`config.mk`:
```
export PLATFORM = sky130hd
export DESIGN_NAME = dm_arbiter_flat
export DESIGN_NICKNAME = d
export VERILOG_FILES = /design/src/rtl/dm_pkg.sv /design/src/rtl/dm_arbiter_if.sv /design/src/rtl/dm_rr_pick.sv /design/src/rtl/dm_arbiter.sv /design/src/flat_wrapper.sv
export SDC_FILE = /design/constraint.sdc
export NUM_CORES = 1
export LEC_CHECK = 0
export ABC_AREA = 1
export CORE_MARGIN = 1.5
export CORE_UTILIZATION = 47
export CTS_CLUSTER_SIZE = 20
export DETAILED_ROUTE_END_ITERATION = 7
export GPL_TIMING_DRIVEN = 1
export PLACE_DENSITY_LB_ADDON = 0.12
export SETUP_SLACK_MARGIN = 0.3
export SYNTH_ARGS = -nofsm -noshare
export SYNTH_HDL_FRONTEND = slang
export SYNTH_SLANG_ARGS = --single-unit
```
`constraint.sdc`:
```
create_clock -name clk_i -period 5.05 [get_ports clk_i]
set_clock_uncertainty 0.2 [all_clocks]
set_input_delay 1.2625 -clock clk_i [delete_from_list [all_inputs] [get_ports clk_i]]
set_output_delay 1.2625 -clock clk_i [all_outputs]
set_load 0.005 [all_outputs]
```
`src/rtl/dm_pkg.sv`:
```
// Shared types and constants for the data-memory arbiter slice.
package dm_pkg;

  localparam int DM_AW = 8;
  localparam int DM_DW = 8;

  localparam int PORT_CORE  = 0;
  localparam int PORT_STACK = 1;

  typedef enum logic [2:0] {
    DM_IDLE    = 3'd0,
    DM_WR      = 3'd1,
    DM_RD      = 3'd2,
    DM_RD_WAIT = 3'd3,
    DM_ERR     = 3'd4
  } dm_state_e;

  function automatic logic [1:0] port_onehot(input logic port);
    return port ? 2'b10 : 2'b01;
  endfunction

endpackage

```
`src/rtl/dm_arbiter_if.sv`:
```
// Requester and memory-pin bundle of the data-memory arbiter.
interface dm_arbiter_if;
  import dm_pkg::*;

  logic [1:0]       req_i;
  logic [1:0]       we_i;
  logic [DM_AW-1:0] addr0_i;
  logic [DM_AW-1:0] addr1_i;
  logic [DM_DW-1:0] wdata0_i;
  logic [DM_DW-1:0] wdata1_i;
  logic [1:0]       gnt_o;
  logic [1:0]       ack_o;
  logic             err_o;
  logic [DM_DW-1:0] rdata_o;
  logic             busy_o;
  logic             mem_e_o;
  logic             mem_we_o;
  logic [DM_AW-1:0] mem_addr_o;
  logic [DM_DW-1:0] mem_di_o;
  logic [DM_DW-1:0] mem_do_i;

  modport slave (
    input  req_i, we_i, addr0_i, addr1_i, wdata0_i, wdata1_i, mem_do_i,
    output gnt_o, ack_o, err_o, rdata_o, busy_o,
           mem_e_o, mem_we_o, mem_addr_o, mem_di_o
  );

  modport master (
    output req_i, we_i, addr0_i, addr1_i, wdata0_i, wdata1_i, mem_do_i,
    input  gnt_o, ack_o, err_o, rdata_o, busy_o,
           mem_e_o, mem_we_o, mem_addr_o, mem_di_o
  );

endinterface

```
`src/rtl/dm_rr_pick.sv`:
```
// Two-way request picker: round-robin against the last owner, or port 0 first.
module dm_rr_pick (
  input  logic [1:0] req,
  input  logic       last,
  input  logic       rr_en,
  output logic [1:0] win
);

  always_comb begin
    win = req;
    if (req == 2'b11) begin
      win = (rr_en && !last) ? 2'b10 : 2'b01;
    end
  end

endmodule

```
`src/rtl/dm_arbiter.sv`:
```
// Two-port arbiter and read/write sequencer in front of the single-port data memory.
// state      | meaning
// S_IDLE     | sampling requests; mem pins parked at 0
// S_WR       | mem_we_o high, memory writes at the end of this cycle
// S_RD       | mem_e_o high, memory registers read data at the end of this cycle
// S_RD_WAIT  | mem_e_o held so memory drives DO; rdata captured at the end
// S_ERR      | address out of range; no pins asserted, error ack follows
module dm_arbiter
  import dm_pkg::*;
#(
  parameter int DEPTH = 33,
  parameter int RR    = 1
) (
  input logic         clk_i,
  input logic         rst_i,
  dm_arbiter_if.slave bus
);

  localparam logic [2:0] S_IDLE    = 3'(DM_IDLE);
  localparam logic [2:0] S_WR      = 3'(DM_WR);
  localparam logic [2:0] S_RD      = 3'(DM_RD);
  localparam logic [2:0] S_RD_WAIT = 3'(DM_RD_WAIT);
  localparam logic [2:0] S_ERR     = 3'(DM_ERR);

  localparam logic [DM_AW:0] DEPTH_W = (DM_AW+1)'(DEPTH);

  logic [2:0]       state;
  logic             owner;
  logic             last;
  logic [1:0]       win;
  logic [1:0]       gnt_q;
  logic [1:0]       ack_q;
  logic             err_q;
  logic             busy_q;
  logic             mem_e_q;
  logic             mem_we_q;
  logic [DM_AW-1:0] mem_addr_q;
  logic [DM_DW-1:0] mem_di_q;
  logic [DM_DW-1:0] rdata_q;

  logic             sel;
  logic             sel_we;
  logic             sel_oor;
  logic [DM_AW-1:0] sel_addr;
  logic [DM_DW-1:0] sel_wdata;

  dm_rr_pick u_pick (
    .req   (bus.req_i),
    .last  (last),
    .rr_en (RR != 0),
    .win   (win)
  );

  always_comb begin
    sel       = win[PORT_STACK];
    sel_we    = bus.we_i[sel];
    sel_addr  = sel ? bus.addr1_i  : bus.addr0_i;
    sel_wdata = sel ? bus.wdata1_i : bus.wdata0_i;
    sel_oor   = {1'b0, sel_addr} >= DEPTH_W;
  end

  // The mem_addr/mem_di registers double as the latched request, so later
  // requester input changes cannot reach the memory.
  always_ff @(posedge clk_i) begin
    if (!rst_i) begin
      state      <= S_IDLE;
      owner      <= 1'b0;
      last       <= 1'b1;
      gnt_q      <= 2'b00;
      ack_q      <= 2'b00;
      err_q      <= 1'b0;
      busy_q     <= 1'b0;
      mem_e_q    <= 1'b0;
      mem_we_q   <= 1'b0;
      mem_addr_q <= '0;
      mem_di_q   <= '0;
      rdata_q    <= '0;
    end else begin
      gnt_q <= 2'b00;
      ack_q <= 2'b00;
      err_q <= 1'b0;
      case (state)
        S_IDLE: begin
          if (|win) begin
            owner  <= sel;
            last   <= sel;
            gnt_q  <= win;
            busy_q <= 1'b1;
            if (sel_oor) begin
              state <= S_ERR;
            end else if (sel_we) begin
              state      <= S_WR;
              mem_we_q   <= 1'b1;
              mem_addr_q <= sel_addr;
              mem_di_q   <= sel_wdata;
            end else begin
              state      <= S_RD;
              mem_e_q    <= 1'b1;
              mem_addr_q <= sel_addr;
            end
          end
        end
        S_WR: begin
          state      <= S_IDLE;
          busy_q     <= 1'b0;
          mem_we_q   <= 1'b0;
          mem_addr_q <= '0;
          mem_di_q   <= '0;
          ack_q      <= port_onehot(owner);
        end
        S_RD: begin
          state <= S_RD_WAIT;
        end
        S_RD_WAIT: begin
          state      <= S_IDLE;
          busy_q     <= 1'b0;
          mem_e_q    <= 1'b0;
          mem_addr_q <= '0;
          rdata_q    <= bus.mem_do_i;
          ack_q      <= port_onehot(owner);
        end
        S_ERR: begin
          state   <= S_IDLE;
          busy_q  <= 1'b0;
          err_q   <= 1'b1;
          rdata_q <= '0;
          ack_q   <= port_onehot(owner);
        end
        default: begin
          state      <= S_IDLE;
          busy_q     <= 1'b0;
          mem_e_q    <= 1'b0;
          mem_we_q   <= 1'b0;
          mem_addr_q <= '0;
          mem_di_q   <= '0;
        end
      endcase
    end
  end

  assign bus.gnt_o      = gnt_q;
  assign bus.ack_o      = ack_q;
  assign bus.err_o      = err_q;
  assign bus.rdata_o    = rdata_q;
  assign bus.busy_o     = busy_q;
  assign bus.mem_e_o    = mem_e_q;
  assign bus.mem_we_o   = mem_we_q;
  assign bus.mem_addr_o = mem_addr_q;
  assign bus.mem_di_o   = mem_di_q;

endmodule
```
`src/flat_wrapper.sv`:
```
// flat-port wrapper written by rule: the top's interface ports become plain ports
module dm_arbiter_flat import dm_pkg::*;
#(
  parameter int DEPTH = 33,
  parameter int RR    = 1
)
  (clk_i, rst_i, bus_req_i, bus_we_i, bus_addr0_i, bus_addr1_i, bus_wdata0_i, bus_wdata1_i, bus_mem_do_i, bus_gnt_o, bus_ack_o, bus_err_o, bus_rdata_o, bus_busy_o, bus_mem_e_o, bus_mem_we_o, bus_mem_addr_o, bus_mem_di_o);
  dm_arbiter_if bus_i ();
  input logic clk_i;
  input logic rst_i;
  input wire logic [$bits(bus_i.req_i)-1:0] bus_req_i;
  input wire logic [$bits(bus_i.we_i)-1:0] bus_we_i;
  input wire logic [$bits(bus_i.addr0_i)-1:0] bus_addr0_i;
  input wire logic [$bits(bus_i.addr1_i)-1:0] bus_addr1_i;
  input wire logic [$bits(bus_i.wdata0_i)-1:0] bus_wdata0_i;
  input wire logic [$bits(bus_i.wdata1_i)-1:0] bus_wdata1_i;
  input wire logic [$bits(bus_i.mem_do_i)-1:0] bus_mem_do_i;
  output wire logic [$bits(bus_i.gnt_o)-1:0] bus_gnt_o;
  output wire logic [$bits(bus_i.ack_o)-1:0] bus_ack_o;
  output wire logic [$bits(bus_i.err_o)-1:0] bus_err_o;
  output wire logic [$bits(bus_i.rdata_o)-1:0] bus_rdata_o;
  output wire logic [$bits(bus_i.busy_o)-1:0] bus_busy_o;
  output wire logic [$bits(bus_i.mem_e_o)-1:0] bus_mem_e_o;
  output wire logic [$bits(bus_i.mem_we_o)-1:0] bus_mem_we_o;
  output wire logic [$bits(bus_i.mem_addr_o)-1:0] bus_mem_addr_o;
  output wire logic [$bits(bus_i.mem_di_o)-1:0] bus_mem_di_o;
  assign bus_i.req_i = bus_req_i;
  assign bus_i.we_i = bus_we_i;
  assign bus_i.addr0_i = bus_addr0_i;
  assign bus_i.addr1_i = bus_addr1_i;
  assign bus_i.wdata0_i = bus_wdata0_i;
  assign bus_i.wdata1_i = bus_wdata1_i;
  assign bus_i.mem_do_i = bus_mem_do_i;
  assign bus_gnt_o = bus_i.gnt_o;
  assign bus_ack_o = bus_i.ack_o;
  assign bus_err_o = bus_i.err_o;
  assign bus_rdata_o = bus_i.rdata_o;
  assign bus_busy_o = bus_i.busy_o;
  assign bus_mem_e_o = bus_i.mem_e_o;
  assign bus_mem_we_o = bus_i.mem_we_o;
  assign bus_mem_addr_o = bus_i.mem_addr_o;
  assign bus_mem_di_o = bus_i.mem_di_o;
  dm_arbiter #(.DEPTH(DEPTH), .RR(RR)) u_core (.clk_i(clk_i), .rst_i(rst_i), .bus(bus_i));
endmodule
```
* Word-level counts from Yosys, hierarchy flattened
Index checks and enable logic that the tools add are counted. W data, S select, Z words.
Operators by class: magnitude comparators 2, eq/ne operators 9, muxes and demuxes 30, bitwise gates (word level) 4, reductions and logical operators 14
Operators with widths (number):
- $mux W8 | 7
- $pmux W8 S2 | 3
- $mux W1 | 10
- $reduce_or A3 Y1 | 3
- $ge A8 B6 Y1 const B | 1
- $mux W2 | 4
- $reduce_and A4 Y1 | 2
- $eq A3 B2 Y1 const B | 2
- $mux W3 | 2
- $pmux W1 S2 | 3
- $pmux W3 S2 | 1
- $reduce_and A2 Y1 | 3
- $reduce_and A3 Y1 | 2
- $ne A2 B1 Y1 const B | 2
- $ne A2 B2 Y1 const B | 2
- $not A1 Y1 | 4
- $reduce_or A2 Y1 | 2
- $eq A3 B1 Y1 const B | 1
- $eq A3 B3 Y1 const B | 1
- $logic_not A3 Y1 | 1
- $eq A2 B2 Y1 const B | 1
- $lt A1 B2 Y1 const B | 1
- $reduce_bool A2 Y1 | 1
Word-level totals: bits in registers 37, input bits 46, logic and storage cells 71

* Longest topological paths before layout
depth in word-level cells 8, gate-level depth with buffers 13

* By module
A second synthesis with hierarchy kept.
Unflattened totals: cell total of the unflattened synthesis 273, area total of the unflattened synthesis 1830.5 µm²
Modules (own cells, without submodules):
- dm_arbiter | times used 1, cells an instance 261, area each 1783.0 µm²
- dm_rr_pick | times used 1, cells an instance 12, area each 47.5 µm²

* Least setup slack after synthesis
Ideal clock, no wire load.
path type input to register, from input port bus_req_i[1], to register u_core.mem_di_q[1], in the netlist u_core.bus.mem_di_o[1], arrival time 2324 ps, slack 2387 ps, stages 10, buffers on the path 1, cell sequence buf_6 > nand2_4 > nand2_1 > nor2_4 > a21oi_2 > nand2_1 > nor2_8 > nand2_4 > nand2_1 > a21oi_2
On the way: word-level cells in the longest chain between the ends 7, elaborated cells between the ends (all ways) 16, classes of those cells 1 x order compare; 4 x eq/ne; 9 x mux; 2 x reduce/logical
Ends and longest elaborated chain:
- from (decl) | RTL line flat_wrapper.sv:11 | input wire logic [$bits(bus_i.req_i)-1:0] bus_req_i;
- $eq A2 B2 Y1 | RTL line dm_rr_pick.sv:11 | if (req == 2'b11) begin
- $mux W2 (*) | RTL line dm_rr_pick.sv:11
- branches (longest 5 deep; another with $ge A8 B6 Y1)
- to (signal assigned) | RTL line dm_arbiter.sv:95 | mem_di_q <= sel_wdata;
- to (decl) | RTL line dm_arbiter.sv:38 | logic [DM_DW-1:0] mem_di_q;
Every way passes the cells marked *. The select of a mux whose other input is x is not followed. A chain may end at the register's enable or synchronous reset.

* Final worst setup path
from input port bus_req_i[1], to register u_core.mem_addr_q[5], in the netlist u_core.bus.mem_addr_o[5]
On the way: word-level cells in the longest chain between the ends 6, elaborated cells between the ends (all ways) 11, classes of those cells 1 x order compare; 3 x eq/ne; 5 x mux; 2 x reduce/logical
Ends and longest elaborated chain:
- $eq A2 B2 Y1 | RTL line dm_rr_pick.sv:11
- $mux W2 (*) | RTL line dm_rr_pick.sv:11
- $mux W8 | RTL line dm_arbiter.sv:57 | sel_addr = sel ? bus.addr1_i : bus.addr0_i;
- $ge A8 B6 Y1 or $mux W8 (tied branches) | RTL line dm_arbiter.sv:59, dm_arbiter.sv:89
- $ne A2 B2 Y1 (no source line) or $mux W8 (tied branches)
- $reduce_and A3 Y1 (no source line) or $pmux W8 S2 (tied branches)
- to (signal assigned) | RTL line dm_arbiter.sv:94 | mem_addr_q <= sel_addr;
- to (signal assigned) | RTL line dm_arbiter.sv:99 | mem_addr_q <= sel_addr;
- to (decl) | RTL line dm_arbiter.sv:37 | logic [DM_AW-1:0] mem_addr_q;
Every way passes the cells marked *; elsewhere a longest branch is shown, timed or not. The select of a mux whose other input is x is not followed.

==> flow_summary.json <==
{
  "synth_common_cells": "nand2_1, dfxtp_1, nand3_1, inv_1, a21oi_1",
  "area_growth_pct": 41.18,
  "layout_worst_path_cycle_share": 0.7053,
  "yosys.area.top_type": "dfxtp_1",
  "dp_slack_ps": 1200,
  "synth.top_cell.area_share": 0.3688,
  "clk_pin_slew_ps": 70,
  "powerDensity_nw_per_um2": 294.9,
  "async_flop_share": 0,
  "syn_area_per_cell_um2": 7.493,
  "tightest_slew_ps": 770.5,
  "utilization": 0.6987,
  "grt_pass1_wl_um": 7107,
  "worstSetupStartpointType": "input pin",
  "endpoint_kind": "flip-flop",
  "die_x_um": 68.37,
  "rsz0062_at_grt": "no",
  "rows": 23,
  "finalPower_mw": 0.8362,
  "r2r_cells": 9,
  "cts_tree": "built",
  "slew_headroom": 0.4858,
  "ys.flop_type": "dfxtp_1",
  "timing.fmax_ghz": 0.2807,
  "core-area_um2": 4058,
  "synth_area_leaders": "dfxtp_1, nand2_1, nand3_1, nand3_2, a21oi_1",
  "overflow": 0,
  "insertedDiodeCount": 0,
  "setup_viol": 0,
  "p_leak_nw": 1.152,
  "routed_wirelength_um": 4284,
  "cp.arrival_ps": 3590,
  "ys_seq_area_frac": 0.3688,
  "htree_num_levels": 2,
  "start_util": 0.4949,
  "drv_slew": 0,
  "syn-num-nets": 314,
  "synth_area_um2": 2008,
  "netlist_instances": 268,
  "clock-sinks": 37,
  "synth_edf_count": 0,
  "regToRegStartpoint": "u_core.state[0]",
  "remaining_drc_errors": 0,
  "place_congestion": 0.7795,
  "ant_nets": 0,
  "worstPathMaxFanout": 19,
  "grt_start_max_net_pins": 23,
  "cap_violations": 0,
  "io-pin-count": 78,
  "fin_cells": 392,
  "placed_cells": 384,
  "hold_depth": 2,
  "portBuffers": 77,
  "grt_usage": 0.1996,
  "critPathKind": "input pin to flip-flop",
  "clkLatencyLatePin_ps": 290,
  "dp_hpwl_um": 3222,
  "ys_warn_count": 0,
  "fin_nets": 387,
  "cts_hold_buf": 0,
  "antenna_found_initial": 0,
  "fin_ws_ps": 1488,
  "fin_crit_ps": 3562,
  "grt_pass1_vias": 1630,
  "hold_class": "flip-flop to flip-flop",
  "synth-seq-cells": 37,
  "yosysMostFrequentCell": "nand2_1",
  "die_area_um2": 4674,
  "vias": 1866,
  "ff2ff_setup_slack_ps": 2820,
  "peakVddDrop_mv": 0.1211,
  "synth.distinct_cells": 27,
  "drt-wirelength-per-cell_um": 10.93,
  "via_per_inst": 4.760,
  "die_h_um": 68.37,
  "drtPass1Iterations": 4,
  "cts_setup_buffers": 0,
  "drive_above_1_share": 0.1579,
  "finalHoldViolCount": 0,
  "cts_resized": 0,
  "tns_ps": 0,
  "cts_buffers": 5,
  "min_to": "u_core.bus.mem_addr_o[7]",
  "holdCritStartpoint": "u_core.bus.mem_addr_o[7]",
  "status": "finished, final reports clean",
  "drt_iter0_markers": 99,
  "cts_root_buf": "clkbuf_8",
  "r2r-end": "u_core.bus.mem_di_o[2]",
  "cts_buffer_depth": 2,
  "worstPathRequired_ps": 5080
}
==> stage by stage <==
stage | hold WS (ps) | area (µm²)
after floorplan | 213.2 | 2008
after global placement | 229.3 | 2734
after detailed placement | 231.7 | 2734
after CTS | 242.2 | 2835
after global routing | 277.5 | 2835
final | 241.7 | 2835
==> state kept, by name, summed over array words and instances, names as in the netlist <==
| register | count |
|---|---|
| u_core.bus.ack_o | 2 |
| u_core.bus.err_o | 1 |
| u_core.bus.mem_addr_o | 8 |
| u_core.owner | 1 |
| u_core.state | 3 |
| u_core.last | 1 |
| u_core.bus.mem_di_o | 8 |
| u_core.bus.gnt_o | 2 |
| u_core.bus.rdata_o | 8 |
| u_core.bus.mem_e_o | 1 |
| u_core.bus.mem_we_o | 1 |
| u_core.bus.busy_o | 1 |
==> power by group <==
| part | switching (mW) | leakage, nW | internal, mW | total, mW |
|---|---|---|---|---|
| Clock | 0.100 | 0.0542 | 0.123 | 0.223 |
| Sequential | 0.0152 | 0.302 | 0.319 | 0.335 |
| Combinational | 0.152 | 0.796 | 0.126 | 0.278 |
==> worst max path at each step <==
stage            startpoint                        to  depth (start not counted)
6_report       bus_req_i[1]  u_core.bus.mem_addr_o[5]                         13
5_1_grt        bus_req_i[1]  u_core.bus.mem_addr_o[4]                         13
4_1_cts        bus_req_i[1]  u_core.bus.mem_addr_o[4]                         13
3_5_place_dp   bus_req_i[1]    u_core.bus.mem_di_o[2]                         10
3_3_place_gp   bus_req_i[1]    u_core.bus.mem_di_o[5]                         10
2_1_floorplan  bus_req_i[1]    u_core.bus.mem_di_o[1]                         10
==> cell usage in the layout (no fill, tap or decap) <==
cell type        count
o21ai_0              2
inv_1               25
dfxtp_1             37
nand3_4              1
a21oi_1             20
nand4_2              1
clkdlybuf4s50_1     77
a21oi_2             11
a31oi_1              1
nor2_8               1
nand2_2              7
nor2_4               1
nand2_4              6
nor2_1              18
o21ai_1              2
nand2_1             72
nand4_1              5
nand3_1             26
clkinv_2             1
clkbuf_8             7
nand3b_1             3
and2_4               1
nor2_2               3
inv_2                3
nand3_2             11
==> worst max-delay path, stage by stage <==
cell and delay [ps]:
clkdlybuf4s50_1 930, nand2_4 270, nand2_1 120, nand2_1 100
nor2_2 110, nand2_1 50, nand2_1 70, nand2_2 70
nand2_4 220, nand3_4 160, nand2_1 90, inv_1 50
nor2_2 90
==> cell families after synthesis <==
| family | after synthesis | share of synthesized area |
|---|---|---|
| AO/OA/AOI/OAI | 36 | 0.1109 |
| buffers and inverters | 39 | 0.1059 |
| flip-flops | 37 | 0.3688 |
| AND/OR/NAND/NOR | 156 | 0.4143 |
==> cell type report <==
type	count	area [µm²]
fill	363	1222
multi-input combinational	192	1055
timing repair buffer	77	770.7
sequential	37	740.7
inverter	28	105.1
clock buffer	7	96.34
tap	50	62.56
clock inverter	1	5.005
==> layer usage <==
metal	GRT usage	up-vias	routed length, µm
li1	-	1008	-
met1	0.2817	784	2054
met2	0.2937	68	1852
met3	0.05592	6	318
met4	0.06000	0	58
met5	0	-	0
No activity file was read; power rests on OpenSTA's default activity.
